### config.mk
export PLATFORM = sky130hd
export DESIGN_NAME = jk_seq_ctrl
export DESIGN_NICKNAME = d
export VERILOG_FILES = /design/src/rtl/jk_ctrl_pkg.sv /design/src/rtl/jk_ff_cell.sv /design/src/rtl/jk_seq_ctrl.sv
export SDC_FILE = /design/constraint.sdc
export NUM_CORES = 1
export LEC_CHECK = 0
export CORE_ASPECT_RATIO = 1.2
export CORE_MARGIN = 4
export CORE_UTILIZATION = 25
export DETAILED_ROUTE_END_ITERATION = 12
export RECOVER_POWER = 25
export SETUP_SLACK_MARGIN = 0.05
export SYNTH_ARGS = -nofsm -noshare
export SYNTH_HDL_FRONTEND = slang
export SYNTH_SLANG_ARGS = --single-unit
export TNS_END_PERCENT = 50
### constraint.sdc
create_clock -name clk -period 6 [get_ports clk]
set_input_delay 1.8 -clock clk [delete_from_list [all_inputs] [get_ports clk]]
set_output_delay 1.8 -clock clk [all_outputs]
set_load 0.005 [all_outputs]
### src/rtl/jk_ctrl_pkg.sv
// ---------------------------------------------------------------------------
// jk_ctrl_pkg
// Shared definitions for the JK sequencing controller: operation encodings,
// FSM state type and the default width of the count-length field.
// ---------------------------------------------------------------------------
package jk_ctrl_pkg;

    localparam int LEN_W_DEF = 8;

    typedef enum logic [2:0] {
        OP_NOP      = 3'd0,
        OP_CLEAR    = 3'd1,
        OP_SET      = 3'd2,
        OP_TOGGLE   = 3'd3,
        OP_LOAD     = 3'd4,
        OP_COUNT_UP = 3'd5,
        OP_COUNT_DN = 3'd6,
        OP_RSVD     = 3'd7
    } op_e;

    typedef enum logic [1:0] {
        S_IDLE = 2'd0,
        S_EXEC = 2'd1,
        S_DONE = 2'd2
    } state_e;

endpackage

### src/rtl/jk_ff_cell.sv
// ---------------------------------------------------------------------------
// jk_ff_cell
// One JK flip-flop with asynchronous active-low reset.
//   clk   : rising-edge clock
//   rst_n : asynchronous active-low reset (q -> 0)
//   j, k  : 00 hold, 01 reset, 10 set, 11 toggle
//   q     : stored bit
//   q_bar : complement of q
// ---------------------------------------------------------------------------
module jk_ff_cell (
    input  logic clk,
    input  logic rst_n,
    input  logic j,
    input  logic k,
    output logic q,
    output logic q_bar
);

    // NOTE: sequential state is written with non-blocking assignments so every
    // flop samples its inputs from before the edge, independent of block order.
    always_ff @(posedge clk or negedge rst_n) begin
        if (!rst_n) begin
            q <= 1'b0;
        end else begin
            case ({j, k})
                2'b01:   q <= 1'b0;
                2'b10:   q <= 1'b1;
                2'b11:   q <= ~q;
                default: q <= q;
            endcase
        end
    end

    assign q_bar = ~q;

endmodule

### src/rtl/jk_seq_ctrl.sv
// ---------------------------------------------------------------------------
// jk_seq_ctrl
// Command-driven controller that owns a bank of WIDTH JK flip-flops and
// generates their per-bit J/K drive: clear, set, toggle, load and multi-cycle
// up/down counting. Commands are accepted through a valid/ready handshake
// only while IDLE; a command runs in EXEC and completes through a one-cycle
// DONE state.
//
// Ports:
//   clk, rst_n : clock, asynchronous active-low reset
//   cmd_valid  : command offered
//   cmd_ready  : controller can accept (IDLE only)
//   cmd_op     : operation code (jk_ctrl_pkg::op_e)
//   cmd_data   : load value / toggle mask
//   cmd_len    : number of EXEC cycles for count ops (0 = one idle cycle)
//   q          : JK bank state
//   busy       : high in EXEC and DONE
//   done       : one-cycle pulse at command completion
//   wrap       : sticky, a count hit its bound during the current/last command
//
// Build option:
//   JK_SATURATE_EN : when defined, counts stop at their bound instead of
//                    wrapping; wrap still flags the first blocked cycle.
// ---------------------------------------------------------------------------
module jk_seq_ctrl
    import jk_ctrl_pkg::*;
#(
    parameter int WIDTH = 4,
    parameter int LEN_W = LEN_W_DEF
) (
    input  logic             clk,
    input  logic             rst_n,
    input  logic             cmd_valid,
    output logic             cmd_ready,
    input  logic [2:0]       cmd_op,
    input  logic [WIDTH-1:0] cmd_data,
    input  logic [LEN_W-1:0] cmd_len,
    output logic [WIDTH-1:0] q,
    output logic             busy,
    output logic             done,
    output logic             wrap
);

    state_e             state_q, state_d;
    op_e                op_q, op_d;
    logic [WIDTH-1:0]   data_q, data_d;
    logic [LEN_W-1:0]   rem_q, rem_d;
    logic               wrap_q, wrap_d;

    logic [WIDTH-1:0]   j_s, k_s;
    logic [WIDTH-1:0]   q_bits, qb_bits;
    logic [WIDTH-1:0]   up_en, dn_en;
    logic               at_top, at_bot;

    // JK register bank
    for (genvar g = 0; g < WIDTH; g++) begin : g_cell
        jk_ff_cell u_cell (
            .clk   (clk),
            .rst_n (rst_n),
            .j     (j_s[g]),
            .k     (k_s[g]),
            .q     (q_bits[g]),
            .q_bar (qb_bits[g])
        );
    end

    // Ripple enables for counting: bit i toggles when all lower bits are 1
    // (up) or all lower bits are 0 (down). Bit 0 always toggles.
    always_comb begin
        logic up_acc;
        logic dn_acc;
        up_acc = 1'b1;
        dn_acc = 1'b1;
        up_en  = '0;
        dn_en  = '0;
        for (int i = 0; i < WIDTH; i++) begin
            up_en[i] = up_acc;
            dn_en[i] = dn_acc;
            up_acc   = up_acc & q_bits[i];
            dn_acc   = dn_acc & qb_bits[i];
        end
    end

    assign at_top = &q_bits;
    assign at_bot = &qb_bits;

    // NOTE: every signal written here gets a default first, so no path through
    // the case statements can leave one unassigned and infer a latch.
    always_comb begin
        state_d = state_q;
        op_d    = op_q;
        data_d  = data_q;
        rem_d   = rem_q;
        wrap_d  = wrap_q;
        j_s     = '0;
        k_s     = '0;

        unique case (state_q)
            S_IDLE: begin
                if (cmd_valid) begin
                    state_d = S_EXEC;
                    op_d    = op_e'(cmd_op);
                    data_d  = cmd_data;
                    rem_d   = cmd_len;
                    wrap_d  = 1'b0;
                end
            end

            S_EXEC: begin
                state_d = S_DONE;
                unique case (op_q)
                    OP_CLEAR: begin
                        k_s = '1;
                    end
                    OP_SET: begin
                        j_s = '1;
                    end
                    OP_TOGGLE: begin
                        j_s = data_q;
                        k_s = data_q;
                    end
                    OP_LOAD: begin
                        j_s = data_q;
                        k_s = ~data_q;
                    end
                    OP_COUNT_UP, OP_COUNT_DN: begin
                        // rem_q == 0 only for a zero-length count: one
                        // EXEC cycle with no drive.
                        if (rem_q != '0) begin
                            if ((op_q == OP_COUNT_UP) ? at_top : at_bot) begin
                                wrap_d = 1'b1;
`ifdef JK_SATURATE_EN
                            end else begin
                                j_s = (op_q == OP_COUNT_UP) ? up_en : dn_en;
                                k_s = (op_q == OP_COUNT_UP) ? up_en : dn_en;
                            end
`else
                            end
                            j_s = (op_q == OP_COUNT_UP) ? up_en : dn_en;
                            k_s = (op_q == OP_COUNT_UP) ? up_en : dn_en;
`endif
                        end
                        if (rem_q > LEN_W'(1)) begin
                            state_d = S_EXEC;
                            rem_d   = rem_q - LEN_W'(1);
                        end
                    end
                    default: ; // NOP and reserved: no drive
                endcase
            end

            S_DONE: begin
                state_d = S_IDLE;
            end

            default: begin
                state_d = S_IDLE;
            end
        endcase
    end

    // NOTE: the latched command fields are a few flops, not a memory, so they
    // are reset along with the state for a fully known post-reset image.
    always_ff @(posedge clk or negedge rst_n) begin
        if (!rst_n) begin
            state_q <= S_IDLE;
            op_q    <= OP_NOP;
            data_q  <= '0;
            rem_q   <= '0;
            wrap_q  <= 1'b0;
        end else begin
            state_q <= state_d;
            op_q    <= op_d;
            data_q  <= data_d;
            rem_q   <= rem_d;
            wrap_q  <= wrap_d;
        end
    end

    assign cmd_ready = (state_q == S_IDLE);
    assign busy      = (state_q != S_IDLE);
    assign done      = (state_q == S_DONE);
    assign wrap      = wrap_q;
    assign q         = q_bits;

endmodule
==> results.toml, run 1 <==
[worst_setup_path]
reg2regPathDepth = 7
timing.rr.start = "rem_q[0]"
cp-startpoint = "state_q[0]"
critPathRequiredTime_ps = 4200
start_kind = "register"
regToRegEndpoint = "rem_q[5]"
crit_type = "register to output port"
endpoint = "cmd_ready"
crit_path_end_kind = "output port"
worst-path-max-fanout = 8
regToRegSetupSlack_ps = 3420
critPathArrivalTime_ps = 1510

[clock_network]
cts_tree = "yes"
cts_sinks = 22
clk_pin_slew_ps = 80
cts_root_buf = "clkbuf_8"
holdBufCountCts = 0
cts_resized = 0
cts_buffers = 3
cts_setup_buffers = 0
htreeDepth = 1
clockBufferDepth = 2
clk_latency_ps = 280

[sta]
tightest_slew_ps = 1030
min_period_over_period = 0.551
drv_slew = 0
slew_headroom = 0.310
hold_viol = 0
fmax_ghz = 0.302
rsz0062_at_grt = "false"
tns_ps = 0
setup_viol = 0
finalClockSkew_ps = 10.9
post-route-min-period_ps = 3310

[floorplan]
dieArea_sq_um = 7340
io_pins = 26
core-area_sq_um = 5740
start_util = 0.263
die_height_um = 93.1
die_w_um = 78.9
row_count = 30

[global_route]
grt_pass1_wl_um = 6150
grt_start_max_net_pins = 23
antenna_found_initial = 0
grt.overflow.total = 0
grt_pass1_vias = 1270
grtUsageTotal = 0.105

[layout]
multi_input_area_sq_um = 837
layout-drive-gt1-share = 0.0410
antennaDiodeCount = 0
final_common_cell = "nand2_1"
fin_nets = 216
final_cell_mix = "nand2_1, clkdlybuf4s50_1, dfrtp_1, nor2_1, o21ai_0"
final.fill_count = 624
syn2layout_area_growth_pct = 21.2
final-seq-area_sq_um = 551

[logic_synthesis]
ys.flop_type = "dfrtp_1"
synthXorXnorAreaFrac = 0.0166
ys_seq_area_frac = 0.365
synth-seq-cells = 22
postSynthNetCount = 201
ys_types = 45
async_flop_share = 1.00
synth_fa_ha_area_frac = 0.0166
synth_top_family_by_area = "simple AND/OR/NAND/NOR gates"
yosysWarnings = 0
synth_cells = 181
synth.mux.area_fraction = 0.0398
synth-simple-area-share = 0.264
synth-edff-count = 0
synth.avg_cell_area_sq_um = 8.33
synth_compound_area_frac = 0.230
syn-cell-area_sq_um = 1510

[route]
drt_iter0_markers = 51
ant_nets = 0
drc = 0
drt_first_pass_iters = 4
wl_per_cell_um = 13.4
vias = 1325
routed_wl_um = 3670
vias_per_cell = 4.82

[placed_design]
io_buffers = 25
dp_hpwl_um = 2670
place_congestion = 0.731

[run]
drv_cap = 0

[pwr]
power_uw = 897
ir_drop_v = 0.000193
p_leak_uw = 0.000737
powerDensity_nw_per_um2 = 491

[worst_hold_path]
holdCritPathClass = "register to register"

[outcome]
status = "finished, final reports clean"
==> critical path, cell delays in order, from the launching register on <==
cell	delay [ps]
dfrtp_1	470
nor2_1	220
clkdlybuf4s50_1	550
==> logic make-up after synthesis <==
kind of cell,Yosys count
compound gates,48
simple gates,81
buf+inv,20
xor+xnor,2
fa+ha+maj,2
flops,22
mux,6
==> metal layers <==
metal,part of all wire,up-vias,GRT usage
li1,-,679,-
met1,0.44,615,0.130
met3,0.050,4,0.0279
met5,0,-,0
met4,0.0084,0,0.0301
met2,0.50,27,0.179
==> sequential cells by signal (all words and copies together), names as in the netlist <==
signal / cells
wrap: 1
rem_q: 8
state_q: 2
g_cell.u_cell.q: 4
data_q: 4
op_q: 3
==> cell usage after synthesis (2+ instances only) <==
cell | instances | area (sq um)
nand2b_1 | 4 | 25.0
clkbuf_1 | 8 | 30.0
nor3b_1 | 2 | 15.0
a311oi_1 | 3 | 26.3
buf_4 | 5 | 37.5
nor3_1 | 4 | 20.0
a31oi_1 | 3 | 18.8
nor2b_1 | 7 | 43.8
o31ai_1 | 3 | 22.5
o211ai_1 | 4 | 30.0
nand3b_1 | 2 | 15.0
dfrtp_1 | 22 | 551
inv_1 | 5 | 18.8
ha_1 | 2 | 25.0
mux2i_1 | 6 | 60.1
o311ai_0 | 3 | 26.3
nand3_1 | 3 | 15.0
a221o_1 | 2 | 20.0
nand2_1 | 32 | 120
o21ai_0 | 10 | 50.1
a32oi_1 | 2 | 17.5
nand4_1 | 3 | 18.8
nor2_1 | 16 | 60.1
a21oi_1 | 9 | 45.0
==> worst min-delay path by stage <==
| stage | cells past startpoint | slack [ps] | endpoint | start |
|---|---|---|---|---|
| floorplan | 1 | 470 | rem_q[3] | rem_q[3] |
| global placement | 1 | 490 | rem_q[3] | rem_q[3] |
| detailed placement | 2 | 500 | wrap | wrap |
| CTS | 1 | 510 | rem_q[3] | rem_q[3] |
| global route | 1 | 540 | rem_q[3] | rem_q[3] |
| finish | 1 | 510 | rem_q[3] | rem_q[3] |
==> layout make-up <==
cell class,instances,share of cell area
clock buffer,3,0.0226
clock inverter,1,0.0164
inverter,5,0.0103
multi-input combinational,139,0.458
sequential,22,0.301
tap,80,0.0548
timing repair buffer,25,0.137
==> where the power goes <==
group	internal, uW	total, uW	switching [uW]
Sequential	215	343	129
Clock	89.4	145	55.5
Combinational	200	409	209
Total	504	897	393
==> through the flow <==
step	instances	cell area [sq um]	utilization	setup slack, ps	hold slack (ps)
CTS	275	1850	0.321	2670	514
global placement	271	1770	0.309	2530	490
finish	275	1830	0.318	2690	513
floorplan	181	1510	-	3410	469
global route	275	1830	0.318	2530	540
detailed placement	271	1770	0.309	2490	502
Power figures use the tool's default switching activity.
==> run 2, diff against run 1 <==
==> constraint.sdc (replaced) <==
create_clock -name clk -period 2.8 [get_ports clk]
set_input_delay 0.84 -clock clk [delete_from_list [all_inputs] [get_ports clk]]
set_output_delay 0.84 -clock clk [all_outputs]
set_load 0.005 [all_outputs]
==> run 2 against run 1 <==
Effect of this change: via count up 2.1%; power increased by 110%; final area up 0.34%; clock skew is 8.9 ps lower; routed wire length fell by 2.1%; critical path type unchanged; flip-flop and latch count unchanged; largest power group unchanged.
==> results.toml, run 2 (same netlist as run 1, synthesis figures left out) <==
[global_route]
grt_start_max_net_pins = 23
busiest_layer = "met2"
grt.overflow.total = 0
grt_pass1_wl_um = 6020
antenna_found_initial = 0
grt_pass1_vias = 1288
grtUsageTotal = 0.102
grtUsageMet1 = 0.121
grt_use_met2 = 0.180
use_met3 = 0.0299

[placed_design]
dp.cells = 274
place_ws_ps = 520
dpl_cell_area_sq_um = 1800
place_congestion = 0.762
io_buffers = 25
dp_hpwl_um = 2650

[clock_network]
cts_setup_buffers = 0
cts_sinks = 22
cts_tree = "yes"
clk_pin_slew_ps = 80
cts_root_buf = "clkbuf_8"
htreeDepth = 1
holdBufCountCts = 0
cts_resized = 0
clockBufferDepth = 2
cts_buffers = 3
clk_latency_ps = 260

[worst_setup_path]
crit_path_end_kind = "output port"
critPathArrivalTime_ps = 1530
worst-path-max-fanout = 8
crit_type = "register to output port"
reg2regPathDepth = 7
start_kind = "register"
critPathRequiredTime_ps = 1960

[route]
wl_per_cell_um = 13.0
vias = 1353
routed_wl_um = 3600
drt_iter0_markers = 93
ant_nets = 0
vias_per_cell = 4.88
drc = 0
drt_first_pass_iters = 4

[layout]
fin_nets = 219
layout-drive-gt1-share = 0.0508
final_common_cell = "nand2_1"
regMostFlops = "rem_q"
antennaDiodeCount = 0
instances_no_fill = 277
final-seq-area_sq_um = 551
multi_input_area_sq_um = 855
reg.largest.list = "rem_q x8, data_q x4, g_cell.u_cell.q x4"
final.fill_count = 613
fin_area_sq_um = 1830
final_cell_mix = "nand2_1, clkdlybuf4s50_1, dfrtp_1, nor2_1, o21ai_0"
syn2layout_area_growth_pct = 21.7
largest_register_ffs = 8

[pwr]
p_int_uw = 1010
clkPwrFrac = 0.107
p_sw_uw = 843
p_comb_frac = 0.496
seq_power_share = 0.397
p_leak_uw = 0.000736
ir_drop_v = 0.000434
power_uw = 1850
powerDensity_nw_per_um2 = 1010
switching_share = 0.456

[floorplan]
start_util = 0.263
die_w_um = 78.9
die_height_um = 93.1
row_count = 30
dieArea_sq_um = 7340
core-area_sq_um = 5740
io_pins = 26

[sta]
post-route-min-period_ps = 2370
rsz0062_at_grt = "false"
setup_viol = 0
tns_ps = 0
setup_slack_ps = 426
fmax_ghz = 0.421
finalClockSkew_ps = 2.00
min_period_over_period = 0.848
tightest_slew_ps = 1240
drv_slew = 0
slew_headroom = 0.176
hold_viol = 0

[run]
drv_cap = 0

[worst_hold_path]
holdCritPathClass = "register to register"
whs_path_depth = 1

[outcome]
status = "finished, final reports clean"
run 2: critical path: stages (launching register included):
cell and delay, ps:
dfrtp_1 470, nor2_1 250, clkdlybuf4s50_1 550
run 2: metrics by stage:
stage	utilization	hold WS, ps
3_5_place_dp	0.313	508
4_1_cts	0.320	519
5_1_grt	0.319	560
3_3_place_gp	0.313	491
2_1_floorplan	-	469
6_report	0.319	515
run 2: layer usage:
layer  vias up  routed length [um]
li1        690                   -
met1       627                1570
met2        33                1830
met3         3                 188
met4         0                   7
met5         -                   0
run 2: power by group through the flow:
stage                     Sequential (uW)  Combinational (uW)  Clock [uW]
after global placement                733                 912           0
after global routing                  772                1050         221
after detailed placement              739                 925           0
after floorplan                       588                 828           0
after CTS                             732                 931         211
final                                 734                 918         198
run 2: cell type report:
| cell class | instances | share of cell area |
|---|---|---|
| sequential | 22 | 0.300 |
| tap | 80 | 0.0546 |
| inverter | 5 | 0.0102 |
| multi-input combinational | 139 | 0.466 |
| clock buffer | 3 | 0.0225 |
| timing repair buffer | 28 | 0.147 |
run 2: path summary, 6_finish.rpt:
path / start / end / slack (ps)
max: state_q[0] / cmd_ready / 430
min: rem_q[3] / rem_q[3] / 510
max reg2reg: rem_q[0] / rem_q[5] / 570
min reg2reg: rem_q[3] / rem_q[3] / 510
max in group asynchronous: rst_n / rem_q[5] / 720
min in group asynchronous: rst_n / g_cell[1].u_cell.q / 1350
==> run 3, diff against run 2 <==
==> constraint.sdc (replaced) <==
create_clock -name clk -period 2.05 [get_ports clk]
set_input_delay 0.615 -clock clk [delete_from_list [all_inputs] [get_ports clk]]
set_output_delay 0.615 -clock clk [all_outputs]
set_load 0.005 [all_outputs]
==> run 3 against run 2 <==
Effect of this change: first-iteration DRC count rose by 30%; die area unchanged; final area rose by 8.5%; final cell count grew 5.8%; flip-flop and latch count stayed put; via count is 5.9% higher; register-to-register slack worse by 420 ps; clock-buffer cell count is the same; worst hold slack improved by 4.4 ps; sequential share of layout area shrank 2.3 points; largest cell class unchanged; highest routed layer unchanged.
==> results.toml, run 3 (same netlist as run 1, synthesis figures left out) <==
[layout]
final_common_cell = "nand2_1"
fin_nets = 234
largest_register_ffs = 8
final_cell_mix = "nand2_1, clkdlybuf4s50_1, dfrtp_1, buf_4, nor2_1"
syn2layout_area_growth_pct = 32.0
layout-drive-gt1-share = 0.150
fin_area_sq_um = 1990
antennaDiodeCount = 0
reg.largest.list = "rem_q x8, data_q x4, g_cell.u_cell.q x4"
regMostFlops = "rem_q"
final.fill_count = 601

[sta]
setup_slack_ps = 95.4
finalClockSkew_ps = 7.05
drv_slew = 0
tightest_slew_ps = 584
fmax_ghz = 0.512
tns_ps = 0
min_period_over_period = 0.953
post-route-min-period_ps = 1950
setup_viol = 0
slew_headroom = 0.611
rsz0062_at_grt = "true"
hold_viol = 0

[run]
drv_cap = 0

[clock_network]
clk_pin_slew_ps = 80
cts_setup_buffers = 0
clockBufferDepth = 2
htreeDepth = 1
clk_latency_ps = 270
cts_sinks = 22
cts_buffers = 3
cts_root_buf = "clkbuf_8"
cts_tree = "yes"

[floorplan]
row_count = 30
core-area_sq_um = 5740
die_w_um = 78.9
io_pins = 26
die_height_um = 93.1
start_util = 0.263
dieArea_sq_um = 7340

[placed_design]
dpl_cell_area_sq_um = 1910
dp_hpwl_um = 2990
io_buffers = 25
place_congestion = 0.816
place_ws_ps = 91.0

[global_route]
grtUsageTotal = 0.109
grt_pass1_vias = 1398
grt_start_max_net_pins = 23
grt.overflow.total = 0
antenna_found_initial = 0
grt_pass1_wl_um = 6490

[worst_setup_path]
critPathArrivalTime_ps = 1340
start_kind = "register"
cpMaxStageDelayCell = "clkdlybuf4s50_1"
worst-path-max-fanout = 3
crit_type = "register to output port"
critPathRequiredTime_ps = 1430
crit_chain = "nor2_2 > clkdlybuf4s50_1"
max_stage_delay_ps = 520
crit_path_end_kind = "output port"

[route]
drc = 0
wl_per_cell_um = 13.2
drt_iter0_markers = 121
ant_nets = 0
drt_first_pass_iters = 4
vias_per_cell = 4.89
routed_wl_um = 3860
vias = 1433

[pwr]
p_leak_uw = 0.000831
powerDensity_nw_per_um2 = 1460
ir_drop_v = 0.000506

[worst_hold_path]
holdCritPathClass = "register to register"

[outcome]
status = "finished, final reports clean"
run 3: area by class of cell:
type | instances | area [sq um] | area share
Inverter | 5 | 18.8 | 0.00943
Clock buffer | 3 | 41.3 | 0.0207
Clock inverter | 1 | 30.0 | 0.0151
Tap cell | 80 | 100 | 0.0503
Multi-Input combinational cell | 139 | 866 | 0.435
Sequential cell | 22 | 552 | 0.277
Timing Repair Buffer | 43 | 383 | 0.192
run 3: power by group:
group / switching, uW / internal [uW] / leakage [uW]
logic: 793 / 778 / 0.000536
registers: 291 / 631 / 0.000259
clock network: 151 / 261 / 0.0000357
total: 1240 / 1670 / 0.000831
run 3: path summary, 6_finish.rpt:
path	end	startpoint	slack, ps	cells past startpoint
setup / recovery	cmd_ready	state_q[0]	100	2
hold / removal	wrap	wrap	520	2
setup reg to reg	rem_q[2]	rem_q[0]	150	7
hold reg to reg	wrap	wrap	520	2
max in group asynchronous	g_cell[0].u_cell.q	rst_n	760	2
min in group asynchronous	g_cell[2].u_cell.q	rst_n	870	2
run 3: through the flow:
stage,instances,total power (uW),utilization,hold WS (ps)
floorplan,181,1930,-,319
global placement,289,2460,0.332,502
detailed placement,289,2490,0.332,498
CTS,293,2920,0.345,523
global route,293,3150,0.347,553
finish,293,2910,0.347,519
run 3: routing by layer:
metal / share of wire / vias up / routed length, um / GRT usage
met2: 0.52 / 29 / 2010 / 0.200
met1: 0.43 / 681 / 1650 / 0.130
met4: 0.015 / 0 / 57 / 0.0301
met3: 0.038 / 7 / 148 / 0.0202
met5: 0 / - / 0 / 0
li1: - / 716 / - / -
run 3: repair_timing:
item / in CTS / in global routing
hold buffers: 0 / 0
pin swaps: 0 / 4
setup endpoints to repair: 2 / 11
gates resized for setup: 1 / 5
run 3: critical path, delay by kind of cell, from the launching register on:
family                 cells  cell delay, ps
buffers and inverters      1             520
DFF                        1             410
and+or+nand+nor            1             150
